File: src/rtl/codificador_prioridad.sv
// Priority encoder with a pending-request register and a grant/ack handshake.
// The highest pending index is granted and held until the consumer acknowledges it.
// Requests that arrive for an index that is already pending set a sticky overflow flag.
module codificador_prioridad (
  input  logic       clk,
  input  logic       rst,
  input  logic [7:0] ent,
  input  logic       dis,
  input  logic       ack,
  output logic [2:0] sal,
  output logic       valido,
  output logic [7:0] pend,
  output logic       desborde
);

  localparam int unsigned N_REQ = 8;
  localparam int unsigned W_IDX = 3;

  typedef enum logic {LIBRE, OCUPADO} estado_t;

  estado_t          r_estado;
  logic [N_REQ-1:0] r_pend;
  logic [W_IDX-1:0] r_sal;
  logic             r_valido;
  logic             r_desborde;

  logic [W_IDX-1:0] w_idx;
  logic [N_REQ-1:0] w_clr;
  logic [N_REQ-1:0] w_pend_next;
  logic             w_colision;

  // Index of the highest set bit of pend (later iterations override earlier ones)
  always_comb begin
    w_idx = '0;
    for (int i = 0; i < N_REQ; i++) begin
      if (r_pend[i]) w_idx = W_IDX'(i);
    end
  end

  // One-hot clear of the granted bit on an acknowledged cycle, pend update and collision detect
  always_comb begin
    w_clr       = '0;
    if (r_estado == OCUPADO && ack) w_clr = N_REQ'(1) << r_sal;
    w_pend_next = (r_pend & ~w_clr) | ent;
    w_colision  = |(ent & r_pend & ~w_clr);
  end

  // Grant FSM with the pending register and sticky overflow flag
  always_ff @(posedge clk or posedge rst) begin
    if (rst) begin
      r_estado   <= LIBRE;
      r_pend     <= '0;
      r_sal      <= '0;
      r_valido   <= 1'b0;
      r_desborde <= 1'b0;
    end else begin
      r_pend <= w_pend_next;
      if (w_colision) r_desborde <= 1'b1;
      case (r_estado)
        LIBRE: begin
          if (!dis && (r_pend != '0)) begin
            r_sal    <= w_idx;
            r_valido <= 1'b1;
            r_estado <= OCUPADO;
          end else begin
            r_valido <= 1'b0;
          end
        end
        OCUPADO: begin
          if (ack) begin
            r_valido <= 1'b0;
            r_estado <= LIBRE;
          end
        end
      endcase
    end
  end

  assign sal      = r_sal;
  assign valido   = r_valido;
  assign pend     = r_pend;
  assign desborde = r_desborde;

endmodule

File: config.mk
export PLATFORM = sky130hd
export DESIGN_NAME = codificador_prioridad
export DESIGN_NICKNAME = d
export VERILOG_FILES = /design/src/rtl/codificador_prioridad.sv
export SDC_FILE = /design/constraint.sdc
export NUM_CORES = 1
export LEC_CHECK = 0
export ABC_AREA = 1
export CAP_MARGIN = 10
export CORE_UTILIZATION = 44
export CTS_BUF_LIST = sky130_fd_sc_hd__clkbuf_16
export DETAILED_ROUTE_END_ITERATION = 12
export PLACE_DENSITY = 0.77
export SYNTH_ARGS = -nofsm -noshare
export SYNTH_HDL_FRONTEND = slang
export SYNTH_SLANG_ARGS = --single-unit
File: constraint.sdc
create_clock -name clk -period 1.7 [get_ports clk]
set_clock_uncertainty 0.15 [all_clocks]
set_input_delay 0.51 -clock clk [delete_from_list [all_inputs] [get_ports clk]]
set_output_delay 0.51 -clock clk [all_outputs]
set_load 0.05 [all_outputs]
# ---- Word-level counts from Yosys, hierarchy flattened
# Cells that the tools add are included.
dict set report op_classes {
  n_mul 0
  magnitude_cmp 0
  reduce_logical 6
  eq_ne 1
  n_addsub 0
  div 0
  bitwise_logic 6
  n_shift 1
  muxes 13
}
# op count
set ops {}
lappend ops {{AND 8 bit} 3}
lappend ops {{2-to-1 mux 3 bit} 5}
lappend ops {{2-to-1 mux 8 bit} 1}
lappend ops {{inverter 8 bit} 1}
lappend ops {{bitwise OR 8 bit} 1}
lappend ops {{nonzero test 8 bit} 1}
lappend ops {{OR reduction 8 bit} 1}
lappend ops {{left shift 1 x 3 -> 8 bit, first input constant} 1}
lappend ops {{2-to-1 mux 1 bit} 4}
lappend ops {{case mux 1 bit (2 select lines)} 2}
lappend ops {{logical AND 1 bit} 2}
lappend ops {{2-to-1 mux 2 bit} 1}
lappend ops {{inequality test 2 bit, second input constant} 1}
lappend ops {{AND reduction 2 bit} 1}
lappend ops {{logical NOT 1 bit} 1}
lappend ops {{inverter 1 bit} 1}
dict set report word_totals {
  romBits 0
  regBits 14
  n_memories 0
  ramBits 0
  latch_bits 0
  wordCells 32
}

# ---- Logic depth before layout (Yosys ltp)
# Gate-level depths: netlist of run 1.
dict set report depth {
  ltp_word 7
  depth_mapped 9
  depth_no_buf 9
}

# ---- Worst setup path after synthesis of run 1
# OpenSTA, ideal clock, no wires.
dict set report synth_timing {
  kind {reg2reg}
  start {register r_sal[2] (netlist: sal[2])}
  end {register r_desborde (netlist: desborde)}
  synth_period_minus_slack_ps 1551
  slack_ps 149
  required_time_ps 1425
  arrival_time_ps 1276
  path_stages_with_launch 6
  path_cell_list {dfrtp_1 nand3_2 nor2_1 nor2_1 nor2_1 nand3_1}
}
dict set report synth_via {
  elab_chain_len 5
}
# item line
set synth_rtl {}
lappend synth_rtl {{from (decl)} 23} ;# logic [W_IDX-1:0] r_sal;
lappend synth_rtl {{from (signal assigned)} 62} ;# r_sal <= w_idx;
lappend synth_rtl {{left shift 1 x 3 -> 8 bit} 43} ;# if (r_estado == OCUPADO && ack) w_clr = N_REQ'(1) << r_sal;
lappend synth_rtl {{2-to-1 mux 8 bit} 43}
lappend synth_rtl {{inverter 8 bit} 45} ;# w_colision = |(ent & r_pend & ~w_clr);
lappend synth_rtl {{AND 8 bit} 45}
lappend synth_rtl {{OR reduction 8 bit} 45}
lappend synth_rtl {{to (signal assigned)} 55} ;# r_desborde <= 1'b0;
lappend synth_rtl {{to (signal assigned)} 58} ;# if (w_colision) r_desborde <= 1'b1;
lappend synth_rtl {{to (decl)} 25} ;# logic r_desborde;
# Every way passes these cells.
# A chain may end at the register's enable or synchronous reset.

# ---- Worst setup path after layout of run 1
dict set report layout_timing {
  start {register r_sal[2] (netlist: sal[2])}
  end {output sal[2]}
}
# item line
set layout_rtl {}
lappend layout_rtl {{to (decl)} 10} ;# output logic [2:0] sal,
# No word-level cell between the ends.

==> impl_metrics.ini, run 1 <==
[final_layout]
nNetsFinal = 150
area_delta_synth_final_pct = 64.40
drive_gt1_frac = 0.1985
finalInstanceArea_um2 = 1271
diodes = 0

[synth]
synth_top_area_cell = dfrtp_1
ys_warn_count = 0
synth.most_common_cell = nand2_1
synth_top_area_frac = 0.4531
synth_seq_cells = 14
syn_inst = 105
yosysUniqueCellTypes = 16
synthesis.nets = 117
synth_commonest_cells = nand2_1, inv_1, dfrtp_1, nor2_1, o21bai_1
synth_edf_count = 0
syn_area_per_cell_um2 = 7.364
ys_seq_area_frac = 0.4531
synth-main-ff-cell = dfrtp_1
synthTopCellsByArea = dfrtp_1, nand2_1, inv_1, o21bai_1, nor2_1
synth_area_um2 = 773.2
async_reset_ff_frac = 1.000

[sta]
fin_ws_ns = 0.1461
finalHoldViolations = 0
drv_slew = 0
rsz0062_at_grt = false
tightest_slew_ns = 0.2838
fin_crit_ns = 1.554
finalSetupTns_ns = 0
setup_viol = 0
max_freq_mhz = 643.5
fin_hold_ws_ns = 0.4356
post-route-period-util = 0.9141
slew-limit-headroom = 0.8108

[global_routing]
antenna_found_initial = 0
track_usage = 0.2100
grt_pass1_wl_um = 2994
grt_max_degree = 15
grt_pass1_vias = 740
grt_remaining_overflow = 0

[power_and_ir_drop]
p_leak_uw = 0.0006729
power_uw = 1247
power.density_nw_per_um2 = 981.0
ir_worst_vdd_v = 0.0006198

[route]
vias = 783
drc = 0
wire_per_inst_um = 12.14
vias_per_cell = 5.151
drt_first_pass_iters = 6
drtIter0Drc = 26
ant_nets = 0
drt_wl_total_um = 1845

[setup_path]
critPathKind = reg2out
required_ns = 1.04
slowest_delay_ns = 0.48
slowest_stage = dfrtp_1
cp_max_fo = 4
crit_buf_inv = 1
cp_cell_sequence = buf_12
crit_family = flip-flops
crit_path_start_kind = register
worstPathArrival_ns = 0.89
endpoint_kind = output port

[place]
gp_congestion = 0.8677
hpwlAfterDp_um = 1365
placed_area_um2 = 1186
io_buffers = 24
place_ws_ns = -0.2417

[clock_network]
clock-sinks = 14
cts_buffer_depth = 2
cts_tree = yes
clk_pin_slew_ns = 0.04
cts_hold_buffers = 0
clk_latency_ns = 0.24
root_buffer = clkbuf_16
htreeDepth = 1
numCtsBuffers = 3

[hold_path]
worstHoldPathType = in2async

[floorplan]
initial_core_util = 0.4905
ios = 25
core_region_area_um2 = 1577
die-area_um2 = 1929
die_x_um = 43.92
die_h_um = 43.92
rows = 14

[run]
cap_viol_max_count = 0

[outcome]
run_status = complete, no violations
cell families after synthesis:
| family | count (synthesis) | synth area share |
|---|---|---|
| AND/OR/NAND/NOR | 57 | 0.3204 |
| buffers and inverters | 18 | 0.08737 |
| AO/OA/AOI/OAI | 16 | 0.1392 |
| flip-flops | 14 | 0.4531 |
final cells by class:
class	instances	area, um2
clock buffer	3	75.07
fill	108	305.3
inverter	18	67.56
multi-input combinational	73	355.3
sequential	14	350.3
tap	16	20.02
timing repair buffer	28	402.9
sequential cells by signal, summed over array words and instances, names as in the netlist:
register and cells:
pend 8, sal 3, desborde 1, r_estado 1, valido 1
cell usage in the layout (no fill, tap or decap):
| master | n |
|---|---|
| nand3_1 | 3 |
| a21oi_1 | 4 |
| inv_1 | 18 |
| nand2_2 | 1 |
| nor2_1 | 12 |
| o21bai_1 | 7 |
| clkbuf_16 | 3 |
| o21ai_2 | 1 |
| clkdlybuf4s50_1 | 10 |
| dfrtp_1 | 14 |
| a21o_2 | 1 |
| nand3_2 | 2 |
| buf_4 | 4 |
| nor2_2 | 1 |
| nor2_4 | 1 |
| a21o_1 | 1 |
| or2_1 | 2 |
| o21ai_0 | 2 |
| nand2_1 | 35 |
| buf_12 | 13 |
| dlymetal6s2s_1 | 1 |
per-stage QoR:
stage / cells / util
global placement: 148 / 0.7524
detailed placement: 148 / 0.7524
floorplan: 105 / -
global route: 152 / 0.8063
finish: 152 / 0.8063
CTS: 151 / 0.8000
routing by layer:
metal,vias to the layer above,GRT usage,share of wire
met2,30,0.3701,0.52
li1,387,-,-
met4,0,0.1030,0.023
met5,-,0,0
met1,360,0.2513,0.41
met3,6,0.02500,0.044
timing repair:
| action | 4_1_cts | 5_1_grt |
|---|---|---|
| setup endpoints to repair | 0 | 1 |
| setup buffers | 0 | 1 |
| resized for setup | 0 | 1 |
path summary, 6_finish.rpt:
path / depth (start not counted) / endpoint / from / slack [ns]
max in group asynchronous: 3 / pend[6] / rst / 0.79
min reg2reg: 2 / valido / valido / 0.44
min in group clk: 2 / valido / valido / 0.44
max: 1 / sal[2] / sal[2] / 0.15
max reg2reg: 6 / sal[0] / pend[5] / 0.22
min: 3 / pend[1] / rst / 0.44
power by group:
group          switching (uW)  leakage (uW)  internal (uW)  total [uW]
clock network             126     0.0000370            307         432
registers                57.3      0.000138            366         423
logic                     211      0.000498            181         391
No activity file was read; power rests on OpenSTA's default activity.
==> run 2: changes to the inputs <==
==> constraint.sdc (replaced) <==
create_clock -name clk -period 1.7 [get_ports clk]
set_clock_uncertainty 0.15 [all_clocks]
set_input_delay 0.51 -clock clk [delete_from_list [all_inputs] [get_ports clk]]
set_output_delay 0.51 -clock clk [all_outputs]
set_load 0.01 [all_outputs]
==> run 2 against run 1 <==
The run now ends with design-rule violations left. Final cell count rose by 2.6%. Utilization fell by 7.6 points. Critical endpoint is now pend[5]. Sequential power fell by 8.0%. Die area did not move. Clock power rose by 4%. Final area fell by 9.4%. Wire length fell by 6.1%. Via count fell by 4.0%. Non-clock buffer count rose by 3.
==> impl_metrics.ini, run 2 (synthesis gave the netlist of run 1 again) <==
[clock_network]
clk_latency_ns = 0.25
htreeDepth = 1
clock-sinks = 14
cts_tree = yes
root_buffer = clkbuf_16
cts_buffer_depth = 2
post_cts_buffers = 0
numCtsBuffers = 3
clk_pin_slew_ns = 0.05

[final_layout]
final_cells = 156
mostFrequentLayoutCells = nand2_1, inv_1, dfrtp_1
nNetsFinal = 153
diodes = 0
largest_reg_flops = 8
finalInstanceArea_um2 = 1151
drive_gt1_frac = 0.1214
area_delta_synth_final_pct = 48.87
final_common_cell = nand2_1

[setup_path]
worstPathArrival_ns = 0.97
required_ns = 1.04
cp_cell_sequence = dlygate4sd2_1
crit_buf_inv = 1
crit_family = flip-flops
cp_max_fo = 4
slowest_stage = dfrtp_1
slowest_delay_ns = 0.42
crit_path_start_kind = register
critPathKind = reg2out
endpoint_kind = output port

[route]
vias = 752
vias_per_cell = 4.821
drtIter0Drc = 22
ant_nets = 0
wire_per_inst_um = 11.10
drt_wl_total_um = 1732
drc = 2
drt_first_pass_iters = 8

[sta]
rsz0062_at_grt = false
post-route-period-util = 0.9595
drv_slew = 0
slew-limit-headroom = 0.8118
fin_hold_ws_ns = 0.3673
setup_viol = 0
fin_crit_ns = 1.631
finalHoldViolations = 0
tightest_slew_ns = 0.2823
fin_ws_ns = 0.06882
max_freq_mhz = 613.1

[global_routing]
grt_max_degree = 15
grt_pass1_wl_um = 2835
grt_remaining_overflow = 0
grtUsageMet1 = 0.2474
antenna_found_initial = 0
grt_util_met2 = 0.3373
track_usage = 0.2113
grtUsageMet3 = 0.08333
top_usage_layer = met2
grt_pass1_vias = 672

[power_and_ir_drop]
p_leak_uw = 0.0005965
power.density_nw_per_um2 = 955.9
ir_worst_vdd_v = 0.0007806

[floorplan]
core_region_area_um2 = 1577
die-area_um2 = 1929
die_x_um = 43.92
initial_core_util = 0.4905
die_h_um = 43.92
rows = 14
ios = 25

[place]
gp_congestion = 0.8281
hpwlAfterDp_um = 1312
io_buffers = 24
place_ws_ns = -0.2211
placed_area_um2 = 1086
dp.cells = 152

[hold_path]
worstHoldPathType = reg2reg

[run]
cap_viol_max_count = 0

[outcome]
violations = design-rule violations
run_status = finished, violations left
run 2: cell types whose count changed in the layout (fill, tap and decap cells not counted), sizes merged:
cell,change
buf,-10
dlygate4sd2,+13
clkinv,+1
run 2: cell type report:
cell class                 count  area, um2
fill                         130      425.4
timing repair buffer          31      279.0
inverter                      18      67.56
sequential                    14      350.3
multi-input combinational     73      355.3
tap                           16      20.02
clock inverter                 1      3.754
clock buffer                   3      75.07
run 2: power by group:
group,total [uW],internal [uW],switching [uW],leakage [uW]
logic,261,121,140,0.000420
registers,389,366,23.6,0.000138
clock network,450,311,139,0.0000385
total,1100,798,302,0.000597
run 2: repair_timing:
item | CTS | global route
pin swaps | 0 | 1
gates resized for setup | 13 | 1
hold buffers | 0 | 0
endpoints found under the setup margin | 13 | 1
run 2: per-stage QoR:
step | util | total power (uW) | setup TNS, ns
6_report | 0.7302 | 1100 | 0
5_1_grt | 0.7302 | 1161 | 0
4_1_cts | 0.7286 | 1111 | 0
3_5_place_dp | 0.6889 | 674.7 | -0.9563
3_3_place_gp | 0.6889 | 669.0 | -0.8040
2_1_floorplan | - | 530.0 | 0
run 2: tightest hold or removal path: cells and delay by family (launching register included):
family | cells | cell delay [ns]
flops | 1 | 0.34
simple gates | 2 | 0.14
run 2: per-layer routing:
metal  up-vias  share of wire
li1        392              -
met1       326           0.43
met2        27           0.48
met3         7          0.069
met4         0          0.024
met5         -              0
run 2: worst paths after layout:
check / start / end / slack (ns) / cells after the start
worst max register to register: pend[1] / sal[0] / 0.25 / 7
worst min register to register: valido / valido / 0.37 / 2
worst min-delay path: valido / valido / 0.37 / 2
min in group asynchronous: rst / sal[2] / 0.42 / 3
max in group asynchronous: rst / desborde / 0.81 / 3
worst max-delay path: pend[5] / pend[5] / 0.07 / 1
==> run 3: changes to the inputs <==
--- a/config.mk
+++ b/config.mk
@@ -11,6 +11,7 @@
 export CTS_BUF_LIST = sky130_fd_sc_hd__clkbuf_16
 export DETAILED_ROUTE_END_ITERATION = 12
 export PLACE_DENSITY = 0.77
+export SKIP_CTS_REPAIR_TIMING = 1
 export SYNTH_ARGS = -nofsm -noshare
 export SYNTH_HDL_FRONTEND = slang
 export SYNTH_SLANG_ARGS = --single-unit
==> run 3 against run 2 <==
The flow still finishes with violations (design-rule violations). Wire length is 4.0% higher. Clock power is essentially flat. First-iteration DRC count increased by 14%. Final area rose by 4.9%. Utilization increased by 3.6 points. Flip-flop and latch count unchanged. Die area unchanged. Largest cell class unchanged.
==> impl_metrics.ini, run 3 (synthesis gave the netlist of run 1 again) <==
[power_and_ir_drop]
internal_power_uw = 811.8
power.density_nw_per_um2 = 924.2
switching_share = 0.2725
seq_power_share = 0.348
power_frac_clock = 0.404
p_leak_uw = 0.0006490
ir_worst_vdd_v = 0.0007714
power_uw = 1116
power.switching_uw = 304.1
power_frac_comb = 0.248

[global_routing]
grt_remaining_overflow = 0
grt_pass1_wl_um = 2822
track_usage = 0.2104
grt_pass1_vias = 670
grt_max_degree = 15
antenna_found_initial = 0

[final_layout]
diodes = 0
utilization = 0.7659
area_delta_synth_final_pct = 56.15
final_common_cell = nand2_1
finalInstanceArea_um2 = 1207
nNetsFinal = 154
drive_gt1_frac = 0.1277
mostFrequentLayoutCells = nand2_1, inv_1, dfrtp_1, dlymetal6s2s_1, nor2_1
largest_reg_flops = 8

[setup_path]
crit_family = flip-flops
rrSetupSlack_ns = 0.20
worstReg2RegEnd = sal[0]
worstPathArrival_ns = 0.84
cp_cell_sequence = dlymetal6s2s_1
crit_path_start_kind = register
required_ns = 1.04
slowest_stage = dfrtp_1
slowest_delay_ns = 0.41
reg2reg_depth = 7
crit_buf_inv = 1
cp_max_fo = 4
critPathKind = reg2out
rr_startpoint = pend[5]
endpoint_kind = output port

[sta]
post-route-period-util = 0.8844
rsz0062_at_grt = false
finalHoldViolations = 0
max_freq_mhz = 665.1
fin_crit_ns = 1.503
slew-limit-headroom = 0.8120
finalSetupTns_ns = 0
tightest_slew_ns = 0.2819
setup_viol = 0
drv_slew = 0
fin_ws_ns = 0.1966

[clock_network]
htreeDepth = 1
cts_buffer_depth = 2
clock-sinks = 14
cts_tree = yes
clk_pin_slew_ns = 0.05
clk_latency_ns = 0.25
numCtsBuffers = 3
root_buffer = clkbuf_16

[route]
wl_met1_um = 760
drt_wl_total_um = 1801
top_layer_used = met4
wl_met2_um = 868
wire_per_inst_um = 11.47
wl_met3_um = 119
vias_per_cell = 4.911
drt_first_pass_iters = 8
drtIter0Drc = 25
vias = 771
drc = 2
ant_nets = 0

[floorplan]
die_h_um = 43.92
die-area_um2 = 1929
ios = 25
core_region_area_um2 = 1577
initial_core_util = 0.4905
die_x_um = 43.92
rows = 14

[place]
placed_area_um2 = 1086
io_buffers = 24
hpwlAfterDp_um = 1312
gp_congestion = 0.8281
place_ws_ns = -0.2211

[hold_path]
hold_depth = 2
worstHoldStart = valido
whs_endpoint = valido
worstHoldPathType = reg2reg

[outcome]
violations = design-rule violations
run_status = finished, violations left

[run]
cap_viol_max_count = 0
## run 3: how the worst max path moves through the flow
| stage | from | end | depth (start not counted) |
|---|---|---|---|
| global placement | ack | desborde | 8 |
| global route | pend[5] | sal[0] | 7 |
| floorplan | pend[5] | sal[0] | 6 |
| CTS | pend[5] | pend[5] | 1 |
| finish | pend[2] | pend[2] | 1 |
| detailed placement | ack | desborde | 8 |
## run 3: routing by layer
metal | up-vias | GRT usage
li1 | 397 | -
met1 | 341 | 0.2447
met5 | - | 0
met4 | 0 | 0.1030
met2 | 25 | 0.3373
met3 | 8 | 0.08333
## run 3: area by class of cell
| cell class | instances | area (um2) |
|---|---|---|
| clock buffer | 3 | 75.07 |
| fill | 110 | 369.1 |
| inverter | 18 | 67.56 |
| multi-input combinational | 73 | 355.3 |
| sequential | 14 | 350.3 |
| tap | 16 | 20.02 |
| timing repair buffer | 32 | 335.3 |
| clock inverter | 1 | 3.754 |
## run 3: through the flow
step	cells	hold WS (ns)
6_report	157	0.3672
5_1_grt	157	0.4035
4_1_cts	156	0.3751
3_5_place_dp	152	0.3634
3_3_place_gp	152	0.3515
2_1_floorplan	105	0.2492
## run 3: power by group through the flow
stage | clock (uW) | combinational, uW | sequential, uW
2_1_floorplan | 0 | 110 | 420
3_3_place_gp | 0 | 275 | 394
3_5_place_dp | 0 | 279 | 396
4_1_cts | 460 | 281 | 391
5_1_grt | 479 | 305 | 392
6_report | 450 | 277 | 389
## run 3: worst min-delay path: stages (launching register included)
cell and delay (ns):
dfrtp_1 0.34, nand3_1 0.08, nand2_1 0.06
